[src/rtl/wb_pkg.sv]
// Shared definitions for the writeback queue.
//   REG_ADDR_W    : register-file address width
//   DEFAULT_WIDTH : default data width of a writeback entry
//   wb_entry_t    : one pending writeback {rd, data} at the default width
package wb_pkg;

  localparam int unsigned REG_ADDR_W    = 5;
  localparam int unsigned DEFAULT_WIDTH = 32;

  typedef struct packed {
    logic [REG_ADDR_W-1:0]    rd;
    logic [DEFAULT_WIDTH-1:0] data;
  } wb_entry_t;

endpackage

[src/rtl/wb_queue_if.sv]
// Writeback request channel (valid/ready handshake).
//   in_valid : request valid          (master -> slave)
//   in_rd    : destination register   (master -> slave)
//   in_data  : writeback data         (master -> slave)
//   in_ready : queue can accept       (slave  -> master)
interface wb_queue_if import wb_pkg::*; #(
  parameter int unsigned WIDTH = DEFAULT_WIDTH
) ();

  logic                  in_valid;
  logic                  in_ready;
  logic [REG_ADDR_W-1:0] in_rd;
  logic [WIDTH-1:0]      in_data;

  modport master (
    output in_valid,
    output in_rd,
    output in_data,
    input  in_ready
  );

  modport slave (
    input  in_valid,
    input  in_rd,
    input  in_data,
    output in_ready
  );

endinterface

[src/rtl/wb_fifo_mem.sv]
// Entry storage for the writeback queue: DEPTH x entry_t, one synchronous
// write port, one asynchronous read port, and every entry exposed so the
// parent can search pending writes for operand bypass.
//   clk     : clock
//   we      : write enable
//   waddr   : write index
//   wdata   : entry to write
//   raddr   : read index
//   rdata   : entry at raddr
//   entries : all stored entries
module wb_fifo_mem import wb_pkg::*; #(
  parameter int unsigned DEPTH   = 4,
  parameter type         entry_t = wb_entry_t,
  parameter int unsigned PtrW    = $clog2(DEPTH)
) (
  input  logic            clk,
  input  logic            we,
  input  logic [PtrW-1:0] waddr,
  input  entry_t          wdata,
  input  logic [PtrW-1:0] raddr,
  output entry_t          rdata,
  output entry_t          entries [DEPTH]
);

  // No reset needed: the parent only ever looks at slots it has written.
  entry_t mem_q [DEPTH];

  always_ff @(posedge clk) begin
    if (we) begin
      mem_q[waddr] <= wdata;
    end
  end

  assign rdata   = mem_q[raddr];
  assign entries = mem_q;

endmodule

[src/rtl/wb_queue.sv]
// Writeback queue: buffers register-file writes and drains them in order,
// one per cycle, whenever the register-file write port is free.
//   clk            : clock, rising edge
//   reset          : asynchronous active-low reset
//   req            : request channel (wb_queue_if.slave)
//   wr_stall       : write port busy, hold the head entry
//   rd/busW/reg_wr : register-file write port
//   r_type         : destination select, always 1
//   count          : number of pending entries
//   rs_q/rs2_q     : read addresses to search for pending writes
//   hitA/hitB      : a pending entry matches rs_q / rs2_q
//   fwdA/fwdB      : data of the youngest matching entry
// Macro WB_QUEUE_BYPASS_EN enables the hit/forward search; without it those
// outputs are tied to 0.
module wb_queue import wb_pkg::*; #(
  parameter int unsigned DEPTH = 4,
  parameter int unsigned WIDTH = DEFAULT_WIDTH
) (
  input  logic                    clk,
  input  logic                    reset,
  wb_queue_if.slave               req,
  input  logic                    wr_stall,
  output logic [REG_ADDR_W-1:0]   rd,
  output logic [WIDTH-1:0]        busW,
  output logic                    reg_wr,
  output logic                    r_type,
  output logic [$clog2(DEPTH):0]  count,
  input  logic [REG_ADDR_W-1:0]   rs_q,
  input  logic [REG_ADDR_W-1:0]   rs2_q,
  output logic                    hitA,
  output logic                    hitB,
  output logic [WIDTH-1:0]        fwdA,
  output logic [WIDTH-1:0]        fwdB
);

  localparam int unsigned PtrW = $clog2(DEPTH);
  localparam int unsigned CntW = PtrW + 1;

  typedef struct packed {
    logic [REG_ADDR_W-1:0] rd;
    logic [WIDTH-1:0]      data;
  } entry_t;

  logic [PtrW-1:0] wr_ptr_q, wr_ptr_d;
  logic [PtrW-1:0] rd_ptr_q, rd_ptr_d;
  logic [CntW-1:0] count_q, count_d;
  logic            push, pop;
  entry_t          wdata, head;
  entry_t          entries [DEPTH];

  // Writes to x0 are accepted but dropped.
  assign req.in_ready = (count_q != CntW'(DEPTH));
  assign push         = req.in_valid && req.in_ready && (req.in_rd != '0);
  assign pop          = (count_q != '0) && !wr_stall;

  assign wdata.rd   = req.in_rd;
  assign wdata.data = req.in_data;

  wb_fifo_mem #(
    .DEPTH   (DEPTH),
    .entry_t (entry_t),
    .PtrW    (PtrW)
  ) u_mem (
    .clk     (clk),
    .we      (push),
    .waddr   (wr_ptr_q),
    .wdata   (wdata),
    .raddr   (rd_ptr_q),
    .rdata   (head),
    .entries (entries)
  );

  // DEPTH is a power of two, so pointer overflow is the modulo wrap.
  always_comb begin
    wr_ptr_d = wr_ptr_q;
    rd_ptr_d = rd_ptr_q;
    count_d  = count_q;
    if (push) wr_ptr_d = wr_ptr_q + PtrW'(1);
    if (pop)  rd_ptr_d = rd_ptr_q + PtrW'(1);
    case ({push, pop})
      2'b10:   count_d = count_q + CntW'(1);
      2'b01:   count_d = count_q - CntW'(1);
      default: count_d = count_q;
    endcase
  end

  always_ff @(posedge clk or negedge reset) begin
    if (!reset) begin
      wr_ptr_q <= '0;
      rd_ptr_q <= '0;
      count_q  <= '0;
    end else begin
      wr_ptr_q <= wr_ptr_d;
      rd_ptr_q <= rd_ptr_d;
      count_q  <= count_d;
    end
  end

  assign reg_wr = pop;
  assign rd     = pop ? head.rd : '0;
  assign busW   = pop ? head.data : '0;
  assign r_type = 1'b1;
  assign count  = count_q;

`ifdef WB_QUEUE_BYPASS_EN
  logic [PtrW-1:0] idx;

  // Walk oldest to youngest so the last match seen is the youngest.
  always_comb begin
    hitA = 1'b0;
    hitB = 1'b0;
    fwdA = '0;
    fwdB = '0;
    idx  = '0;
    for (int unsigned k = 0; k < DEPTH; k++) begin
      idx = rd_ptr_q + PtrW'(k);
      if ((CntW'(k) < count_q) && (entries[idx].rd != '0)) begin
        if (entries[idx].rd == rs_q) begin
          hitA = 1'b1;
          fwdA = entries[idx].data;
        end
        if (entries[idx].rd == rs2_q) begin
          hitB = 1'b1;
          fwdB = entries[idx].data;
        end
      end
    end
  end
`else
  logic unused_bypass;

  always_comb begin
    unused_bypass = ^{rs_q, rs2_q};
    for (int unsigned k = 0; k < DEPTH; k++) begin
      unused_bypass = unused_bypass ^ (^entries[k]);
    end
  end

  assign hitA = 1'b0;
  assign hitB = 1'b0;
  assign fwdA = '0;
  assign fwdB = '0;
`endif

endmodule

[src/flat_wrapper.sv]
// flat-port wrapper written by rule: the top's interface ports become plain ports
module wb_queue_flat import wb_pkg::*;
#(
  parameter int unsigned DEPTH = 4,
  parameter int unsigned WIDTH = DEFAULT_WIDTH
)
  (clk, reset, wr_stall, rd, busW, reg_wr, r_type, count, rs_q, rs2_q, hitA, hitB, fwdA, fwdB, req_in_valid, req_in_rd, req_in_data, req_in_ready);
  wb_queue_if #(.WIDTH(WIDTH)) req_i ();
  input  logic clk;
  input  logic reset;
  input  logic wr_stall;
  output logic [REG_ADDR_W-1:0] rd;
  output logic [WIDTH-1:0] busW;
  output logic reg_wr;
  output logic r_type;
  output logic [$clog2(DEPTH):0] count;
  input  logic [REG_ADDR_W-1:0] rs_q;
  input  logic [REG_ADDR_W-1:0] rs2_q;
  output logic hitA;
  output logic hitB;
  output logic [WIDTH-1:0] fwdA;
  output logic [WIDTH-1:0] fwdB;
  input wire logic [$bits(req_i.in_valid)-1:0] req_in_valid;
  input wire logic [$bits(req_i.in_rd)-1:0] req_in_rd;
  input wire logic [$bits(req_i.in_data)-1:0] req_in_data;
  output wire logic [$bits(req_i.in_ready)-1:0] req_in_ready;
  assign req_i.in_valid = req_in_valid;
  assign req_i.in_rd = req_in_rd;
  assign req_i.in_data = req_in_data;
  assign req_in_ready = req_i.in_ready;
  wb_queue #(.DEPTH(DEPTH), .WIDTH(WIDTH)) u_core (.clk(clk), .reset(reset), .req(req_i), .wr_stall(wr_stall), .rd(rd), .busW(busW), .reg_wr(reg_wr), .r_type(r_type), .count(count), .rs_q(rs_q), .rs2_q(rs2_q), .hitA(hitA), .hitB(hitB), .fwdA(fwdA), .fwdB(fwdB));
endmodule
[config.mk]
export PLATFORM = sky130hd
export DESIGN_NAME = wb_queue_flat
export DESIGN_NICKNAME = d
export VERILOG_FILES = /design/src/rtl/wb_pkg.sv /design/src/rtl/wb_queue_if.sv /design/src/rtl/wb_fifo_mem.sv /design/src/rtl/wb_queue.sv /design/src/flat_wrapper.sv
export SDC_FILE = /design/constraint.sdc
export NUM_CORES = 1
export LEC_CHECK = 0
export BUFFER_PORTS_ARGS = -buffer_cell sky130_fd_sc_hd__buf_4
export CAP_MARGIN = 20
export CORE_MARGIN = 2
export CORE_UTILIZATION = 45
export DETAILED_ROUTE_END_ITERATION = 16
export GPL_ROUTABILITY_DRIVEN = 1
export PLACE_DENSITY = 0.69
export SLEW_MARGIN = 10
export SYNTH_ARGS = -nofsm -noshare
export SYNTH_HDL_FRONTEND = slang
export SYNTH_SLANG_ARGS = --single-unit
[constraint.sdc]
create_clock -name clk -period 3 [get_ports clk]
set_input_delay 0.45 -clock clk [delete_from_list [all_inputs] [get_ports clk]]
set_output_delay 0.45 -clock clk [all_outputs]
set_load 0.1 [all_outputs]
==> flow_summary_export.csv, run 1 <==
group,metric,value,unit
status,status,"completed",
clock_tree,cts-buffers-inserted,17,
worst_setup_path,worstPathCellList,"nor3_1, nor2_4, buf_4, and2_2, buf_4",
timing,whs,0.230,ns
worst_setup_path,end_kind,"primary output",
place,place_inst,590,
worst_setup_path,crit_end,"busW[0]",
route,drtPass1Iterations,4,
synthesis,synth-xor-area-share,0.806,%
worst_setup_path,critPathLaunchType,"register",
clock_tree,post-cts-setup-buffers,0,
synthesis,synth_cell_types,23,
worst_setup_path,critPathSlowestCell,"nor2_4",
route,drcViolationCount,0,
timing,maxSlewViolCount,0,
worst_setup_path,worstPathArrival,2.24,ns
synthesis,synthAdderAreaFrac,1.27,%
worst_setup_path,worstSetupStartpoint,"u_core.count[0]$_DFFE_PN0P_",
grt,grt.total_usage,15.2,%
place,routabilityCongestion,0.696,
route,avgRoutedWirePerCell,18.0,um
synthesis,synth_top_family_by_area,"multiplexers",
timing,finalSetupTns,0,ns
cells_and_area,area_growth,18.8,%
worst_setup_path,reg2regPathDepth,7,
route,vias,3016,
worst_setup_path,regToRegSetupSlack,0.77,ns
cells_and_area,drive_gt1_share,40.1,%
worst_setup_path,worst-path-buf-inv,2,
grt,grt_pass1_vias,3199,
synthesis,syn-cell-area,6520,um2
synthesis,ys.warnings.count,0,
timing,relSlewSlack,30.2,%
route,detail-route-antenna-nets,0,
place,portBuffers,82,
floorplanning,core,14000,um2
synthesis,yosys-mux-area-fraction,13.2,%
cells_and_area,diodes,0,
synthesis,synth-compound-area-share,0.269,%
timing,worst_pin_slew,1.05,ns
synthesis,syn-instance-count,338,
clock_tree,cts.path.max_buffers,2,
timing,rsz0062_at_grt,"no",
timing,timing.final.hold_violations,0,
place,dpl_cell_area,7100,um2
place,dp_hpwl,6590,um
floorplanning,ios,160,
grt,grt-ovfl-total,0,
floorplanning,dieArea,15500,um2
worst_setup_path,critPathMostFrequentCell,"buf_4",
clock_tree,clock_sinks,155,
floorplanning,die-height,124,um
floorplanning,die_w,124,um
clock_tree,clkLatencyLatePin,0.41,ns
timing,post-route-period-util,89.7,%
clock_tree,cts.clk_slew.worst_paths,0.06,ns
route,vias_per_cell,4.83,
timing,post-route-min-period,2.69,ns
grt,grt_pass1_wl,17300,um
clock_tree,cts_resized,0,
cells_and_area,final_area,7740,um2
synthesis,ys_ff_latch,155,
clock_tree,htree_levels,4,
synthesis,syn_area_per_cell,19.3,um2
worst_setup_path,r2r-end,"u_core.count[2]$_DFFE_PN0P_",
worst_setup_path,slowest_delay,0.47,ns
clock_tree,cts_tree,"yes",
route,drt_iter0_drc,206,
worst_setup_path,cp_max_fo,24,
grt,grt_start_max_net_pins,38,
worst_setup_path,cp.required,2.55,ns
synthesis,seq_area_frac_synth,70.9,%
timing,max_freq,0.371,GHz
route,wl,11200,um
run,maxCapViolCount,0,
clock_tree,cts_root_buffer,"clkbuf_16",
worst_setup_path,critPathTopFamily,"simple AND/OR/NAND/NOR gates",
floorplanning,start_util,46.6,%
timing,setup_violations,0,
timing,clock_skew,0.00588,ns
worst_setup_path,r2r_start,"u_core.count[0]$_DFFE_PN0P_",
worst_setup_path,cp.depth,5,
worst_hold_path,hp-class,"in2reg",
grt,antenna_found_initial,0,
cells_and_area,fin_cells,624,
cells_and_area,nets,488,
synthesis,synth-simple-area-share,4.63,%
floorplanning,rows,43,
worst_setup_path,critPathKind,"reg2out",
final cells by class:
type | instances | area, um2
fillers | 1078 | 6250
flip-flops and latches | 155 | 4630
multi-input cells | 166 | 1580
repair buffers | 88 | 688
clock buffers | 17 | 425
well taps | 180 | 225
clock inverters | 15 | 180
inverters | 3 | 11.3
synth_stat cells (all sizes together):
cell type    n  share of area (%)
ha           5               0.96
or4          1               0.17
inv          3               0.17
fa           1               0.31
or3b         1               0.13
xor2         3               0.40
nor3         1              0.077
conb         2               0.12
xnor2        3               0.40
mux4        37                 13
buf         74                8.4
nor3b        1               0.12
clkbuf       5               0.29
nor2         2               0.12
o211a        1               0.27
edfxtp     148                 68
mux2         2               0.40
and2        41                4.0
dfrtp        7                2.7
sequential cells by signal, indices dropped and copies added (netlist names):
signal                cells
u_core.u_mem.entries    148
u_core.rd_ptr_q           2
u_core.wr_ptr_q           2
u_core.count              3
kinds of logic (layout without fill, tap and decap cells):
kind of cell,after synthesis,after routing
other cells,2,67
fa+ha+maj,6,6
xor+xnor,6,6
buf+inv,82,123
mux,39,39
compound gates,1,1
flops,155,155
simple gates,47,47
timing repair:
action / 4_1_cts / 5_1_grt
endpoints found under the hold margin: 7 / 0
hold buffers: 1 / 0
endpoints found under the setup margin: 0 / 0
cells in the final DEF (no fill, tap or decap), types with 2 or more instances in the layout:
master / Yosys / layout
and2_1: 37 / 28
and2_2: 4 / 13
buf_12: 0 / 2
buf_4: 68 / 85
bufinv_16: 0 / 4
clkbuf_16: 0 / 17
clkinv_1: 0 / 2
clkinv_2: 0 / 6
clkinvlp_4: 0 / 3
conb_1: 2 / 67
dfrtp_1: 7 / 2
dfrtp_2: 0 / 5
edfxtp_1: 148 / 148
ha_1: 5 / 5
inv_1: 3 / 3
mux4_2: 37 / 37
xnor2_1: 3 / 3
xor2_1: 3 / 3
worst min-delay path by stage:
stage	startpoint	to	cells past startpoint
after floorplan	reset	u_core.count[0]$_DFFE_PN0P_	0
after global placement	reset	u_core.wr_ptr_q[1]$_DFFE_PN0P_	1
after detailed placement	reset	u_core.count[1]$_DFFE_PN0P_	1
after CTS	req_in_data[24]	u_core.u_mem.entries[98]$_DFFE_PP_	1
after global routing	req_in_data[28]	u_core.u_mem.entries[139]$_DFFE_PP_	1
final	req_in_data[24]	u_core.u_mem.entries[135]$_DFFE_PP_	1
through the flow:
stage	setup slack, ns	util, %
after floorplan	0.246	-
after global placement	0.570	50.8
after detailed placement	0.536	50.8
after CTS	0.203	55.2
after global routing	0.104	55.3
final	0.308	55.3
routing by layer:
layer	vias to the layer above	global-route usage [%]	share of wire, %
met2	146	25.5	51
li1	1335	-	-
met3	16	4.81	7.1
met1	1519	18.2	41
met4	0	6.54	1.7
met5	-	0	0
Power of run 1 is left out: the tool's default activity adds up to more than one toggle a clock period on the data nets, which glitch-free logic cannot reach.
==> run 2, diff against run 1 <==
--- a/config.mk
+++ b/config.mk
@@ -7,11 +7,14 @@
 export LEC_CHECK = 0
 export BUFFER_PORTS_ARGS = -buffer_cell sky130_fd_sc_hd__buf_4
 export CAP_MARGIN = 20
+export CELL_PAD_IN_SITES_DETAIL_PLACEMENT = 1
+export CELL_PAD_IN_SITES_GLOBAL_PLACEMENT = 2
 export CORE_MARGIN = 2
-export CORE_UTILIZATION = 45
+export CORE_UTILIZATION = 38
 export DETAILED_ROUTE_END_ITERATION = 16
 export GPL_ROUTABILITY_DRIVEN = 1
-export PLACE_DENSITY = 0.69
+export GPL_TIMING_DRIVEN = 0
+export PLACE_DENSITY_LB_ADDON = 0.1
 export SLEW_MARGIN = 10
 export SYNTH_ARGS = -nofsm -noshare
 export SYNTH_HDL_FRONTEND = slang
==> run 2 against run 1 <==
  * Worst setup slack gained 0.033 ns
  * Critical path depth did not move
  * Sequential cell count is the same
  * First-iteration DRC count is 35% lower
  * Critical path type unchanged
  * Largest cell class unchanged
  * Highest routed layer unchanged
==> flow_summary_export.csv, run 2 (synthesis gave the netlist of run 1 again) <==
group,metric,value,unit
status,status,"completed",
timing,finalSetupTns,0,ns
clock_tree,htree_levels,4,
clock_tree,cts.path.max_buffers,2,
floorplanning,ios,160,
cells_and_area,drive_gt1_share,47.2,%
timing,timing.final.hold_violations,0,
floorplanning,start_util,39.0,%
timing,maxSlewViolCount,0,
worst_setup_path,critPathLaunchType,"register",
cells_and_area,area_growth,28.4,%
route,drtPass1Iterations,4,
timing,post-route-period-util,88.6,%
worst_setup_path,cp_max_fo,10,
cells_and_area,largest_reg_flops,148,
route,wl,12600,um
worst_setup_path,end_kind,"primary output",
cells_and_area,fin_cells,741,
floorplanning,dieArea,18200,um2
grt,grt_start_max_net_pins,38,
clock_tree,clock_sinks,155,
floorplanning,rows,47,
timing,clock_skew,0.00505,ns
timing,post-route-min-period,2.66,ns
cells_and_area,final_cell_mix,"150 x buf_4, 148 x edfxtp_1, 67 x conb_1",
clock_tree,cts_tree,"yes",
place,routabilityCongestion,0.674,
clock_tree,cts_root_buffer,"clkbuf_16",
timing,max_freq,0.376,GHz
floorplanning,die_w,135,um
route,drcViolationCount,0,
timing,setup_violations,0,
clock_tree,clkLatencyLatePin,0.42,ns
route,avgRoutedWirePerCell,17.0,um
timing,worst_pin_slew,0.697,ns
route,vias,3217,
worst_setup_path,critPathKind,"reg2out",
timing,rsz0062_at_grt,"no",
cells_and_area,final_common_cell,"buf_4",
worst_setup_path,worstPathArrival,2.21,ns
worst_hold_path,hp-class,"in2reg",
power_and_ir_drop,irDropWorstVdd,0.000756,V
route,drt_iter0_drc,134,
clock_tree,cts-buffers-inserted,17,
floorplanning,core,16700,um2
route,detail-route-antenna-nets,0,
place,dp_hpwl,7860,um
grt,antenna_found_initial,0,
place,place_inst,707,
floorplanning,die-height,135,um
cells_and_area,nets,565,
grt,grt.total_usage,14.5,%
grt,grt_pass1_wl,19100,um
grt,grt-ovfl-total,0,
route,vias_per_cell,4.34,
grt,grt_pass1_vias,3411,
cells_and_area,diodes,0,
place,portBuffers,82,
power_and_ir_drop,pwr_density_cell,1130,nW/um2
power_and_ir_drop,p_leak,3.26,nW
run,maxCapViolCount,0,
worst_setup_path,cp.required,2.55,ns
timing,relSlewSlack,53.5,%
clock_tree,cts.clk_slew.worst_paths,0.06,ns
==> run 2: changes by cell type in the layout (fill, tap and decap cells not counted), moves of 2 or more <==
cell,previous run,this run
buf_2,0,5
buf_4,85,150
clkbuf_1,0,2
clkbuf_2,0,2
clkinv_1,2,6
clkinv_2,6,1
clkinv_4,0,2
dfrtp_1,2,4
dfrtp_2,5,3
==> run 2: layer usage <==
layer  wire length, um  up-vias  global-route usage [%]
met5                 0        -                       0
met4               168        0                    5.73
met3               653       12                    3.75
met2              6520       98                    25.5
met1              5240     1608                    17.0
li1                  -     1499                       -
==> run 2: power by group <==
group          leakage, nW  total (W)  switching [W]  internal [W]
combinational         1.54    0.00432        0.00308       0.00124
sequential            1.43    0.00299       0.000126       0.00286
clock                0.288    0.00217       0.000800       0.00137
total                 3.26    0.00948        0.00401       0.00548
==> run 2: area by class of cell <==
| type | instances | area (um2) |
|---|---|---|
| Inverter | 3 | 11.3 |
| Timing Repair Buffer | 87 | 713 |
| Sequential cell | 155 | 4620 |
| Buffer | 78 | 564 |
| Clock buffer | 17 | 425 |
| Clock inverter | 15 | 180 |
| Multi-Input combinational cell | 166 | 1580 |
| Tap cell | 220 | 275 |
| Fill cell | 1616 | 8330 |
==> run 2: worst max-delay path, cell delays in order (launching register included) <==
cell and delay (ns):
dfrtp_1 0.36, buf_4 0.26, buf_6 0.22, mux4_2 0.51, and2_2 0.21, buf_4 0.23
==> run 2: stage by stage <==
stage	hold slack, ns	utilization (%)	power, W	instance area [um2]	setup slack (ns)
after floorplan	0.154	-	0.00646	6780	0.246
after global placement	0.276	45.9	0.00730	7670	0.254
after detailed placement	0.279	46.2	0.00739	7710	0.257
after CTS	0.209	49.9	0.00959	8330	0.0597
after global routing	0.210	50.1	0.00988	8370	0.191
final	0.227	50.1	0.00948	8370	0.341
==> run 2: path summary, 6_finish.rpt <==
check	startpoint	end	slack (ns)	cells past startpoint
max	u_core.rd_ptr_q[0]$_DFFE_PN0P_	busW[13]	0.34	5
min	req_in_data[24]	u_core.u_mem.entries[98]$_DFFE_PP_	0.23	1
max reg2reg	u_core.count[0]$_DFFE_PN0P_	u_core.count[2]$_DFFE_PN0P_	0.71	8
min reg2reg	u_core.count[2]$_DFFE_PN0P_	u_core.count[2]$_DFFE_PN0P_	0.50	1
max in group asynchronous	reset	u_core.count[0]$_DFFE_PN0P_	2.46	2
min in group asynchronous	reset	u_core.count[2]$_DFFE_PN0P_	0.40	2
==> run 2: timing repair <==
item | in CTS | in global routing
endpoints found under the hold margin | 7 | 0
hold buffers | 1 | 0
setup buffers | 0 | 0
gates resized for setup | 1 | 0
endpoints found under the setup margin | 10 | 10
(Power assumes the default switching activity.)
==> run 3, diff against run 2 <==
--- a/config.mk
+++ b/config.mk
@@ -10,7 +10,7 @@
 export CELL_PAD_IN_SITES_DETAIL_PLACEMENT = 1
 export CELL_PAD_IN_SITES_GLOBAL_PLACEMENT = 2
 export CORE_MARGIN = 2
-export CORE_UTILIZATION = 38
+export CORE_UTILIZATION = 39
 export DETAILED_ROUTE_END_ITERATION = 16
 export GPL_ROUTABILITY_DRIVEN = 1
 export GPL_TIMING_DRIVEN = 0
@@ -18,4 +18,5 @@
 export SLEW_MARGIN = 10
 export SYNTH_ARGS = -nofsm -noshare
 export SYNTH_HDL_FRONTEND = slang
+export SYNTH_HIERARCHICAL = 1
 export SYNTH_SLANG_ARGS = --single-unit
==> run 3 against run 2 <==
  * Largest cell class unchanged
  * Wire length up 1.1%
  * Final area up 0.48%
  * Sequential power about the same
  * Non-clock buffer count up 3
  * Synthesized cell count down 0.59%
  * Critical endpoint is now busW[23]
  * First-iteration DRC count up 60%
  * Clock skew up 0.0021 ns
  * Final cell count up 0.13%
==> flow_summary_export.csv, run 3 <==
group,metric,value,unit
status,status,"completed",
timing,rsz0062_at_grt,"no",
cells_and_area,final_common_cell,"buf_4",
worst_setup_path,critPathTopFamily,"buffers and inverters",
synthesis,synth_top_area_share,67.8,%
power_and_ir_drop,p_leak,3.28,nW
worst_setup_path,crit_end,"busW[23]",
worst_setup_path,reg2regPathDepth,10,
route,detail-route-antenna-nets,0,
route,wl,12700,um
cells_and_area,area_growth,28.2,%
grt,antenna_found_initial,0,
worst_setup_path,critPathKind,"reg2out",
power_and_ir_drop,irDropWorstVdd,0.000803,V
run,maxCapViolCount,0,
worst_setup_path,worstPathArrival,2.18,ns
synthesis,syn-instance-count,336,
grt,grt.total_usage,15.4,%
route,vias_per_cell,4.43,
clock_tree,cts_tree,"yes",
synthesis,netlist_top_cells_area,"edfxtp_1 68%, mux4_2 10%, buf_4 7.8%, and2_1 3.5%, mux4_1 2.8%",
worst_setup_path,r2r-end,"u_core/count[2]$_DFFE_PN0P_",
worst_setup_path,cp.required,2.55,ns
synthesis,syn-cell-area,6560,um2
route,drt_iter0_drc,214,
synthesis,seq_area_frac_synth,70.4,%
clock_tree,cts-buffers-inserted,17,
route,drtPass1Iterations,4,
clock_tree,cts_root_buffer,"clkbuf_16",
worst_setup_path,slowest_delay,0.37,ns
timing,relSlewSlack,54.6,%
grt,grt_pass1_vias,3478,
worst_setup_path,critPathSlowestCell,"buf_2",
synthesis,yosysTopAreaCell,"edfxtp_1",
synthesis,ys_top_cells_by_count,"148 x edfxtp_1, 68 x buf_4, 37 x and2_1",
place,dpl_cell_area,7830,um2
route,drcViolationCount,0,
power_and_ir_drop,pwr_density_cell,1120,nW/um2
worst_setup_path,r2r_start,"u_core/count[0]$_DFFE_PN0P_",
clock_tree,htree_levels,4,
cells_and_area,largest_reg_flops,148,
timing,layout_setup_ws,0.372,ns
grt,grt_pass1_wl,20000,um
grt,grt-ovfl-total,0,
cells_and_area,drive_gt1_share,45.4,%
worst_setup_path,regToRegSetupSlack,0.60,ns
worst_setup_path,worstSetupStartpoint,"u_core/rd_ptr_q[1]$_DFFE_PN0N_",
worst_hold_path,hold_depth,1,
timing,maxSlewViolCount,0,
timing,post-route-period-util,87.6,%
floorplanning,die_w,134,um
worst_hold_path,hp-class,"in2reg",
route,vias,3285,
synthesis,ys_ff_latch,155,
cells_and_area,final_area,8410,um2
floorplanning,ios,160,
synthesis,yosysMostFrequentCell,"edfxtp_1",
cells_and_area,diodes,0,
worst_setup_path,worst-path-buf-inv,3,
place,dpl_worst_slack,0.234,ns
timing,clock_skew,0.00720,ns
clock_tree,cts.clk_slew.worst_paths,0.07,ns
worst_setup_path,cp.depth,5,
floorplanning,rows,47,
timing,post-route-min-period,2.63,ns
timing,worst_pin_slew,0.681,ns
grt,grt_start_max_net_pins,24,
clock_tree,clock_sinks,155,
clock_tree,cts.path.max_buffers,2,
place,routabilityCongestion,0.652,
synthesis,synth_cell_types,27,
clock_tree,clkLatencyLatePin,0.42,ns
place,dp_hpwl,8530,um
worst_setup_path,end_kind,"primary output",
synthesis,synth-edff-count,148,
synthesis,async_reset_ff_share,4.52,%
place,portBuffers,82,
floorplanning,core,16500,um2
cells_and_area,nets,562,
synthesis,ys.warnings.count,6,
worst_setup_path,cp_max_fo,10,
cells_and_area,final_cell_mix,"150 x buf_4, 148 x edfxtp_1, 67 x conb_1",
synthesis,syn_area_per_cell,19.5,um2
floorplanning,start_util,39.7,%
worst_setup_path,critPathLaunchType,"register",
worst_setup_path,worstPathCellList,"clkbuf_2, buf_2, mux4_2, and2_1, buf_4",
route,avgRoutedWirePerCell,17.2,um
timing,timing.final.hold_violations,0,
timing,max_freq,0.381,GHz
floorplanning,dieArea,17900,um2
timing,setup_violations,0,
floorplanning,die-height,134,um
synthesis,synth_flop_cell,"edfxtp_1",
[run 3: logic make-up after synthesis]
kind of cell               after synthesis  share of synthesized area (%)
muxes                                   38                           13.3
buffers and inverters                   83                           9.58
and+or+nand+nor                         47                           4.62
adders and majority gates                2                          0.496
AOI/OAI and AO/OA                        2                          0.553
xor gates and xnor gates                 7                          0.935
other                                    2                          0.115
DFF                                    155                           70.4
[run 3: worst min-delay path by stage]
stage	to	slack, ns	start
5_1_grt	u_core/u_mem/entries[18]$_DFFE_PP_	0.20	req_in_data[18]
6_report	u_core/u_mem/entries[10]$_DFFE_PP_	0.23	req_in_data[10]
3_5_place_dp	u_core/rd_ptr_q[0]$_DFFE_PN0N_	0.27	reset
4_1_cts	u_core/u_mem/entries[10]$_DFFE_PP_	0.20	req_in_data[10]
2_1_floorplan	u_core/count[0]$_DFFE_PN0P_	0.15	reset
3_3_place_gp	u_core/wr_ptr_q[0]$_DFFE_PN0P_	0.27	reset
[run 3: final cells by class]
| type | instances | area, um2 |
|---|---|---|
| Clock buffer | 18 | 429 |
| Buffer | 79 | 614 |
| Multi-Input combinational cell | 163 | 1570 |
| Tap cell | 220 | 275 |
| Timing Repair Buffer | 89 | 742 |
| Sequential cell | 155 | 4620 |
| Inverter | 4 | 15.0 |
| Fill cell | 1606 | 8120 |
| Clock inverter | 14 | 138 |
[run 3: power by group]
part	leakage [nW]	total (W)	internal, W	switching [W]
Clock	0.268	0.00204	0.00116	0.000884
Sequential	1.43	0.00300	0.00286	0.000137
Combinational	1.58	0.00437	0.00129	0.00308
[run 3: per-layer routing]
layer,up-vias,global-route usage [%],wire length [um]
li1,1507,-,-
met1,1644,18.3,5270
met2,124,26.3,6460
met3,10,5.29,875
met4,0,5.08,123
met5,-,0,0
[run 3: metrics by stage]
step	hold WS, ns	utilization (%)	setup TNS (ns)	total power (W)	cells
4_1_cts	0.201	50.9	0	0.00954	742
2_1_floorplan	0.154	-	0	0.00651	401
6_report	0.228	50.9	0	0.00941	742
3_3_place_gp	0.271	46.7	-12.98	0.00735	703
5_1_grt	0.205	50.9	0	0.00980	742
3_5_place_dp	0.272	47.4	0	0.00748	709
[run 3: timing repair]
action / CTS / global route
gates resized for setup: 0 / 2
endpoints found under the hold margin: 7 / 0
buffers inserted: 0 / 0
endpoints found under the setup margin: 0 / 2
hold buffers: 1 / 0
